<file path="src/rtl/vedic_mul_wide_seq.sv">
// Wide unsigned multiplier built from one shared 16x16 Vedic core.
// Word-pair partial products are issued one per cycle and shift-accumulated into the product.

module simple_vedic_16bit #(
    parameter int W = 16
) (
    input  logic           clk,
    input  logic           rst,
    input  logic [W-1:0]   x,
    input  logic [W-1:0]   y,
    output logic [2*W-1:0] s
);
    localparam int H  = W / 2;
    localparam int CW = $clog2(H + 1);

    logic [2*H-1:0] ll_q;
    logic [2*H-1:0] lh_q;
    logic [2*H-1:0] hl_q;
    logic [2*H-1:0] hh_q;
    logic [2*H:0]   mid;

    // Urdhva-Tiryagbhyam: vertical/crosswise column sums, then one carry-resolving add.
    function automatic logic [2*H-1:0] urdhva(input logic [H-1:0] u, input logic [H-1:0] v);
        logic [CW-1:0]  cols [2*H-1];
        logic [2*H-1:0] prod;
        for (int c = 0; c < 2*H-1; c++) begin
            cols[c] = '0;
        end
        for (int r = 0; r < H; r++) begin
            for (int q = 0; q < H; q++) begin
                cols[r+q] = cols[r+q] + CW'(u[r] & v[q]);
            end
        end
        prod = '0;
        for (int c = 0; c < 2*H-1; c++) begin
            prod = prod + ((2*H)'(cols[c]) << c);
        end
        return prod;
    endfunction

    always_ff @(posedge clk) begin
        if (rst) begin
            ll_q <= '0;
            lh_q <= '0;
            hl_q <= '0;
            hh_q <= '0;
        end else begin
            ll_q <= urdhva(x[H-1:0], y[H-1:0]);
            lh_q <= urdhva(x[H-1:0], y[W-1:H]);
            hl_q <= urdhva(x[W-1:H], y[H-1:0]);
            hh_q <= urdhva(x[W-1:H], y[W-1:H]);
        end
    end

    assign mid = {1'b0, lh_q} + {1'b0, hl_q};

    always_ff @(posedge clk) begin
        if (rst) begin
            s <= '0;
        end else begin
            s <= {hh_q, ll_q} + ((2*W)'(mid) << H);
        end
    end
endmodule

module vedic_mul_wide_seq #(
    parameter int NW = 4
) (
    input  logic                clk,
    input  logic                rst,
    input  logic                start,
    input  logic [NW*16-1:0]    a,
    input  logic [NW*16-1:0]    b,
    output logic                busy,
    output logic                done,
    output logic [2*NW*16-1:0]  p
);
    localparam int W  = 16;
    localparam int AW = NW * W;
    localparam int PW = 2 * AW;
    localparam int IW = $clog2(NW);
    localparam int SW = $clog2(2*NW - 1);

    typedef enum logic [1:0] {IDLE, ISSUE, DRAIN, DONE} state_t;

    state_t          state;
    state_t          state_next;
    logic [AW-1:0]   a_q;
    logic [AW-1:0]   b_q;
    logic [PW-1:0]   acc;
    logic [PW-1:0]   acc_next;
    logic [IW-1:0]   i_idx;
    logic [IW-1:0]   j_idx;
    logic            drain_cnt;
    logic            issue_last;
    logic            issue_valid;
    logic [W-1:0]    mul_x;
    logic [W-1:0]    mul_y;
    logic [2*W-1:0]  mul_s;
    logic            tag1_valid;
    logic [SW-1:0]   tag1_shift;
    logic            tag2_valid;
    logic [SW-1:0]   tag2_shift;

    simple_vedic_16bit #(.W(W)) u_mul (
        .clk (clk),
        .rst (rst),
        .x   (mul_x),
        .y   (mul_y),
        .s   (mul_s)
    );

    assign issue_last = (i_idx == IW'(NW-1)) && (j_idx == IW'(NW-1));

    always_ff @(posedge clk) begin
        if (rst) begin
            state <= IDLE;
        end else begin
            state <= state_next;
        end
    end

    always_comb begin
        state_next = state;
        case (state)
            IDLE:    if (start)      state_next = ISSUE;
            ISSUE:   if (issue_last) state_next = DRAIN;
            DRAIN:   if (drain_cnt)  state_next = DONE;
            DONE:                    state_next = IDLE;
            default:                 state_next = IDLE;
        endcase
    end

    always_comb begin
        busy        = (state != IDLE);
        done        = (state == DONE);
        issue_valid = (state == ISSUE);
        mul_x       = '0;
        mul_y       = '0;
        if (state == ISSUE) begin
            mul_x = a_q[int'(i_idx)*W +: W];
            mul_y = b_q[int'(j_idx)*W +: W];
        end
    end

    // The tag riding alongside the multiplier pipeline says where its result lands.
    always_comb begin
        acc_next = acc;
        if (tag2_valid) begin
            acc_next = acc + (PW'(mul_s) << (W * int'(tag2_shift)));
        end
    end

    always_ff @(posedge clk) begin
        if (rst) begin
            a_q        <= '0;
            b_q        <= '0;
            acc        <= '0;
            p          <= '0;
            i_idx      <= '0;
            j_idx      <= '0;
            drain_cnt  <= 1'b0;
            tag1_valid <= 1'b0;
            tag1_shift <= '0;
            tag2_valid <= 1'b0;
            tag2_shift <= '0;
        end else begin
            tag1_valid <= issue_valid;
            tag1_shift <= issue_valid ? (SW'(i_idx) + SW'(j_idx)) : '0;
            tag2_valid <= tag1_valid;
            tag2_shift <= tag1_shift;
            drain_cnt  <= (state == DRAIN) ? drain_cnt + 1'b1 : 1'b0;

            if (state == IDLE && start) begin
                a_q   <= a;
                b_q   <= b;
                acc   <= '0;
                i_idx <= '0;
                j_idx <= '0;
            end else begin
                acc <= acc_next;
                if (state == ISSUE) begin
                    if (i_idx == IW'(NW-1)) begin
                        i_idx <= '0;
                        j_idx <= j_idx + IW'(1);
                    end else begin
                        i_idx <= i_idx + IW'(1);
                    end
                end
            end

            // The last in-flight product lands this cycle, so publish the sum including it.
            if (state == DRAIN && drain_cnt) begin
                p <= acc_next;
            end
        end
    end
endmodule

</file>
<file path="config.mk">
export PLATFORM = sky130hd
export DESIGN_NAME = vedic_mul_wide_seq
export DESIGN_NICKNAME = d
export VERILOG_FILES = /design/src/rtl/vedic_mul_wide_seq.sv
export SDC_FILE = /design/constraint.sdc
export NUM_CORES = 2
export LEC_CHECK = 0
export CORE_MARGIN = 3
export CORE_UTILIZATION = 45
export CTS_BUF_LIST = sky130_fd_sc_hd__clkbuf_8 sky130_fd_sc_hd__clkbuf_16
export CTS_CLUSTER_SIZE = 20
export DETAILED_ROUTE_END_ITERATION = 16
export GPL_ROUTABILITY_DRIVEN = 0
export PLACE_DENSITY = 0.66
export SETUP_SLACK_MARGIN = 0.02
export SYNTH_ARGS = -nofsm -noshare
export SYNTH_HDL_FRONTEND = slang
export SYNTH_SLANG_ARGS = --single-unit
</file>
<file path="constraint.sdc">
create_clock -name clk -period 12.1 [get_ports clk]
set_clock_uncertainty 0.2 [all_clocks]
set_input_delay 2.42 -clock clk [delete_from_list [all_inputs] [get_ports clk]]
set_output_delay 2.42 -clock clk [all_outputs]
set_load 0.01 [all_outputs]
</file>
# ---- After elaboration in Yosys (flattened, before gate mapping)
# Cells that the tools add are included.
# Widths: inputs -> output; s select.
dict set report word_totals {
  output_inout_bits 130
  input_bits 131
  register_bits 495
  wordCells 563
}
dict set report classes {
  bitwise 258
  mux 8
  n_shift 3
  n_reduce_logical 10
  n_eq_ne 8
  n_addsub 259
}
# cell count
set op_table {}
lappend op_table {{$add 4x4->4} 192}
lappend op_table {{$and 1x1->1} 256}
lappend op_table {{$add 16x16->16} 11}
lappend op_table {{$add 128x128->128} 1}
lappend op_table {{$mux 128} 1}
lappend op_table {{$shiftx 64x7->16} 2}
lappend op_table {{$shl 32x7->128} 1}
lappend op_table {{$add 16x15->16} 4}
lappend op_table {{$add 16x10->16} 3}
lappend op_table {{$add 16x11->16} 3}
lappend op_table {{$add 16x12->16} 3}
lappend op_table {{$add 16x13->16} 3}
lappend op_table {{$add 16x14->16} 3}
lappend op_table {{$add 16x6->16} 3}
lappend op_table {{$add 16x7->16} 3}
lappend op_table {{$add 16x8->16} 3}
lappend op_table {{$add 16x9->16} 3}
lappend op_table {{$add 32x25->32} 1}
lappend op_table {{$mux 16} 2}
lappend op_table {{$add 4x5->6} 3}
lappend op_table {{$add 16x16->17} 1}
lappend op_table {{$add 15x15->16} 1}
lappend op_table {{$add 14x14->15} 1}
lappend op_table {{$add 13x13->14} 1}
lappend op_table {{other kinds (24)} 41}

# ---- Longest topological paths before layout
dict set report logic_depth {
  depth_word 18
  depth_mapped 31
  ltp_nobuf 28
}

# ---- By module
# A second synthesis with hierarchy kept.
dict set report unflattened {
  cells_unflattened 4702
  hier_area_um2 37464.7
}
# module area_per_inst_um2 seq_area_each_um2 cells_each instances
set modules_own_cells {}
lappend modules_own_cells {vedic_mul_wide_seq 24802.5 7987.7 3256 1}
lappend modules_own_cells {simple_vedic_16bit 12662.1 1921.8 1446 1}

# ---- Worst setup path before layout
# Ideal clock, no wire load.
dict set report synth_timing {
  kind {flip-flop to flip-flop}
  from {register i_idx[0]}
  to {register u_mul.ll_q[15]}
  path_buffers 4
  required_time_ns 11.772
  setup_time_ns 0.128
  path_slack_ns 5.082
  stages_incl_launch_ff 32
  synth_period_minus_slack_ns 7.018
  arrival_time_ns 6.691
  cell_sequence {dfxtp_1 -> clkbuf_1 -> buf_1 -> clkbuf_1 -> mux2i_1 -> nand2_1 -> o21a_1 -> clkbuf_1 -> nand2_1 -> fa_1 -> inv_1 -> fa_1 -> inv_1 -> fa_1 -> inv_1 -> fa_1 -> ha_1 -> inv_1 -> fa_1 -> inv_1 -> ha_1 -> inv_1 -> o21bai_1 -> a21oi_1 -> o21bai_1 -> a21oi_1 -> o21bai_1 -> a21oi_1 -> o21bai_1 -> a21oi_1 -> xnor2_1 -> nor2_1}
}
dict set report synth_via {
  elab_chain_cells 18
  word_cells_on_any_way 129
  cone_classes {add/sub: 63; shift: 1; mux: 1; bitwise: 64}
}
# item line
set synth_rtl {}
lappend synth_rtl {{from (decl)} 92} ;# logic [IW-1:0] i_idx;
lappend synth_rtl {{from (signal assigned)} 187} ;# i_idx <= i_idx + IW'(1);
lappend synth_rtl {{$shiftx 64x7->16 *} 141} ;# mul_x = a_q[int'(i_idx)*W +: W];
lappend synth_rtl {{$mux 16 *} 140} ;# if (state == ISSUE) begin
lappend synth_rtl {{$and 1x1->1} 31} ;# cols[r+q] = cols[r+q] + CW'(u[r] & v[q]);
lappend synth_rtl {{$add 4x4->4} 31}
lappend synth_rtl {{$add 4x5->6 or $add 4x4->4 (tied branches)} {36, 31}}
lappend synth_rtl {{$add 16x6->16 or $add 4x4->4 (tied branches)} {36, 31}}
lappend synth_rtl {{$add 16x7->16 or $add 4x4->4 (tied branches)} {36, 31}}
lappend synth_rtl {{$add 16x8->16 or $add 4x4->4 (tied branches)} {36, 31}}
lappend synth_rtl {{$add 16x9->16 or $add 4x4->4 (tied branches)} {36, 31}}
lappend synth_rtl {{$add 16x10->16 or $add 4x4->4 (tied branches)} {36, 31}}
lappend synth_rtl {{$add 16x11->16} 36} ;# prod = prod + ((2*H)'(cols[c]) << c);
lappend synth_rtl {{$add 16x12->16} 36}
lappend synth_rtl {{$add 16x13->16} 36}
lappend synth_rtl {{$add 16x14->16} 36}
lappend synth_rtl {{$add 16x15->16} 36}
lappend synth_rtl {{$add 16x16->16 (2 in series)} 36}
lappend synth_rtl {{$add 16x16->16 *} 36}
lappend synth_rtl {{to (signal assigned)} 48} ;# ll_q <= urdhva(x[H-1:0], y[H-1:0]);
lappend synth_rtl {{to (decl)} 16} ;# logic [2*H-1:0] ll_q;
# Every way passes the cells marked *; elsewhere a longest branch is shown, timed or not.
# A chain may end at the register's enable or synchronous reset.

# ---- Worst setup path after layout
dict set report layout_timing {
  from {register j_idx[0]}
  to {register u_mul.lh_q[15]}
}
dict set report layout_via {
  elab_chain_cells 18
  word_cells_on_any_way 129
  cone_classes {add/sub: 63; shift: 1; mux: 1; bitwise: 64}
}
# item line
set layout_rtl {}
lappend layout_rtl {{from (decl)} 93} ;# logic [IW-1:0] j_idx;
lappend layout_rtl {{from (signal assigned)} 185} ;# j_idx <= j_idx + IW'(1);
lappend layout_rtl {{$shiftx 64x7->16 *} 142} ;# mul_y = b_q[int'(j_idx)*W +: W];
lappend layout_rtl {{$mux 16 *} 140}
lappend layout_rtl {{$and 1x1->1} 31}
lappend layout_rtl {{$add 4x4->4} 31}
lappend layout_rtl {{$add 4x5->6 or $add 4x4->4 (tied branches)} {36, 31}}
lappend layout_rtl {{$add 16x6->16 or $add 4x4->4 (tied branches)} {36, 31}}
lappend layout_rtl {{$add 16x7->16 or $add 4x4->4 (tied branches)} {36, 31}}
lappend layout_rtl {{$add 16x8->16 or $add 4x4->4 (tied branches)} {36, 31}}
lappend layout_rtl {{$add 16x9->16 or $add 4x4->4 (tied branches)} {36, 31}}
lappend layout_rtl {{$add 16x10->16 or $add 4x4->4 (tied branches)} {36, 31}}
lappend layout_rtl {{$add 16x11->16} 36}
lappend layout_rtl {{$add 16x12->16} 36}
lappend layout_rtl {{$add 16x13->16} 36}
lappend layout_rtl {{$add 16x14->16} 36}
lappend layout_rtl {{$add 16x15->16} 36}
lappend layout_rtl {{$add 16x16->16 (2 in series)} 36}
lappend layout_rtl {{$add 16x16->16 *} 36}
lappend layout_rtl {{to (signal assigned)} 49} ;# lh_q <= urdhva(x[H-1:0], y[W-1:H]);
lappend layout_rtl {{to (decl)} 17} ;# logic [2*H-1:0] lh_q;
# Marks and branches as above.

==> flow_summary.json <==
{
  "syn_inst": 4465,
  "fin_util": 0.527,
  "setup_viol": 0,
  "die_h_microns": 289,
  "wl_per_cell_microns": 19.9,
  "period_share": 0.580,
  "antenna_cells": 0,
  "dp_hpwl_microns": 89500,
  "status": "complete, no violations",
  "vias": 32300,
  "worstHoldStart": "u_mul.ll_q[3]",
  "rsz0062_at_grt": "false",
  "syn_area_sq_um": 35900,
  "drt-met1-wl_microns": 46800,
  "p_total_mw": 4.60,
  "reg2reg_from": "j_idx[0]",
  "ys_ff_latch": 495,
  "fmax_ghz": 0.143,
  "period_minus_slack_ps": 7010,
  "cts_buffer_depth": 3,
  "tns_ps": 0,
  "dp.cells": 5555,
  "hold_buffers": 0,
  "firstDrtPassIters": 6,
  "ios": 261,
  "port_buffers": 260,
  "clock_sinks": 495,
  "grt_pass1_vias": 30800,
  "core-area_sq_um": 78200,
  "route.top_layer_used": "met4",
  "cp-start-kind": "flip-flop",
  "p_per_area_nw_per_um2": 112,
  "ys_seq_area_frac": 0.276,
  "yosys_warnings": 0,
  "slew_headroom": 0.292,
  "ys_types": 81,
  "synth_edf_count": 0,
  "synth_ff_type": "dfxtp_1",
  "cts_tree": "yes",
  "die-area_sq_um": 83200,
  "avgViaCountPerCell": 5.72,
  "postCtsSetupRepairBufs": 0,
  "clkTransAtPathRegs_ps": 60,
  "crit_arrival_ps": 7280,
  "holdCritPathClass": "reg2reg",
  "ir_drop_mv": 0.113,
  "drv_cap": 0,
  "grt.total_usage": 0.263,
  "cp-end-kind": "flip-flop",
  "max_slew.worst_pin.slew_ps": 1060,
  "layout-area-overhead-vs-synth_pct": 14.7,
  "worst-setup-path-type": "reg2reg",
  "fin_nets": 5174,
  "antenna_found_initial": 1,
  "postCtsResizedCells": 0,
  "finalHoldViolCount": 0,
  "cts_buffers": 54,
  "root_buffer": "clkbuf_16",
  "drc": 0,
  "clock_latency_ps": 620,
  "p_leak_nw": 17.2,
  "async_flop_share": 0,
  "grt_pass1_wl_microns": 173000,
  "stdcell_count": 5657,
  "drv_slew": 0,
  "routed_wl_microns": 113000,
  "start_util": 0.459,
  "syn_avg_cell_area_sq_um": 8.04,
  "final_layout_size_suffix_gt1_frac": 0.0431,
  "drt-initial-drc-count": 3143,
  "met3WireLength_microns": 8310,
  "grt_max_degree": 113,
  "htreeDepth": 2,
  "wl_met2_microns": 50100,
  "synth_fp_nets": 5068,
  "rows": 102,
  "overflow": 0,
  "dieWidth_microns": 289,
  "worstPathMaxFanout": 12,
  "critPathRequiredTime_ps": 12370,
  "ant_nets": 0,
  "crit_start": "j_idx[0]"
}
cell usage in the layout, fill, tap and decap left out, types with 21 or more instances in the layout:
cell type / netlist / layout
a211oi_1: 127 / 127
a21o_1: 91 / 91
a21oi_1: 424 / 424
a31oi_1: 24 / 24
and2_1: 55 / 54
and3_1: 55 / 55
buf_4: 0 / 36
clkbuf_16: 0 / 54
clkdlybuf4s50_1: 0 / 259
dfxtp_1: 495 / 494
fa_1: 156 / 156
ha_1: 316 / 315
inv_1: 241 / 245
mux2i_1: 118 / 118
nand2_1: 594 / 593
nand2b_1: 22 / 21
nand3_1: 34 / 34
nand4_1: 58 / 58
nor2_1: 621 / 620
nor2b_1: 70 / 70
nor3_1: 48 / 48
o21a_1: 34 / 34
o21ai_0: 118 / 118
o21ai_1: 21 / 21
o21bai_1: 79 / 79
xnor2_1: 132 / 132
xor2_1: 47 / 47
path summary, 6_finish.rpt:
path	slack [ps]	cells after the start	end
max	5090	24	u_mul.lh_q[15]
min	230	1	u_mul.s[3]
max reg2reg	5090	24	u_mul.lh_q[15]
min reg2reg	230	1	u_mul.s[3]
worst max-delay path, stage by stage, from the launching register on:
cell and delay [ps]:
dfxtp_1 750, mux2_2 420, o21ai_0 470, nor2_1 150, fa_1 570, inv_1 60
fa_1 530, inv_1 50, fa_1 480, ha_1 230, fa_1 490, inv_1 50
fa_1 490, inv_1 40, ha_1 280, ha_1 310, a21oi_1 210, o21bai_1 100
a21oi_1 220, o21bai_1 90, a21oi_1 230, o21bai_1 90, a21oi_1 180, xnor2_1 130
nor2_1 50
where the power goes:
part           total, mW  switching [mW]  internal, mW
combinational      0.947           0.632         0.315
sequential          1.83          0.0832          1.74
clock               1.83           0.730          1.10
flip-flops by register name, summed over array words and instances, names as in the netlist, 3 cells and up:
name        count
acc           128
p             128
a_q            64
b_q            64
u_mul.s        32
u_mul.hh_q     16
u_mul.hl_q     16
u_mul.lh_q     16
u_mul.ll_q     16
tag1_shift      3
tag2_shift      3
cell type report:
type | instances | area, sq um
clock buffer | 66 | 1520
clock inverter | 36 | 507
fill | 7488 | 37000
inverter | 241 | 905
multi-input combinational | 3483 | 24200
sequential | 495 | 9910
tap | 1040 | 1300
timing repair buffer | 296 | 2880
kinds of logic after synthesis:
kind of cell             count (synthesis)  synth area share
flip-flops                             495             0.276
multiplexers                           155            0.0504
adder cells (fa/ha/maj)                472             0.197
XOR/XNOR                               179            0.0436
AO/OA/AOI/OAI                         1061             0.186
buffers and inverters                  487            0.0513
AND/OR/NAND/NOR                       1616             0.195
per-stage QoR:
step                area, sq um  setup slack [ps]  hold WS (ps)
finish                    41200              5090           235
detailed placement        39200              5080           220
floorplan                 35900              5080           214
global route              41200              4650           247
global placement          39200              5200           219
CTS                       41200              5090           235
layer usage:
metal  up-vias  global-route usage
li1      15600                   -
met1     15100               0.340
met2      1351               0.420
met3       366              0.0391
met4         0               0.152
met5         -                   0
cell usage after synthesis (all sizes together) (8+ instances only):
library cell | n | share of area
nor3 | 48 | 0.0067
or4 | 9 | 0.0020
nand2 | 594 | 0.062
nor4 | 8 | 0.0014
mux2 | 18 | 0.0056
a211oi | 128 | 0.027
and2 | 56 | 0.0098
a21boi | 15 | 0.0031
a311oi | 10 | 0.0024
or2 | 12 | 0.0021
xor2 | 47 | 0.011
buf | 27 | 0.0032
o21bai | 79 | 0.017
nor2 | 621 | 0.065
o21ai | 140 | 0.020
xnor2 | 132 | 0.032
inv | 241 | 0.025
nor2b | 70 | 0.012
o31ai | 12 | 0.0026
or3 | 14 | 0.0024
a22oi | 16 | 0.0033
clkbuf | 219 | 0.023
nand4 | 58 | 0.010
a21oi | 425 | 0.059
a31oi | 24 | 0.0042
nand3 | 34 | 0.0047
o21a | 34 | 0.0071
o211ai | 11 | 0.0024
mux2i | 118 | 0.033
a22o | 15 | 0.0037
a21o | 91 | 0.019
dfxtp | 495 | 0.28
nand2b | 22 | 0.0038
ha | 316 | 0.11
and3 | 55 | 0.0096
fa | 156 | 0.087
mux4 | 19 | 0.012
Power figures use the tool's default switching activity.
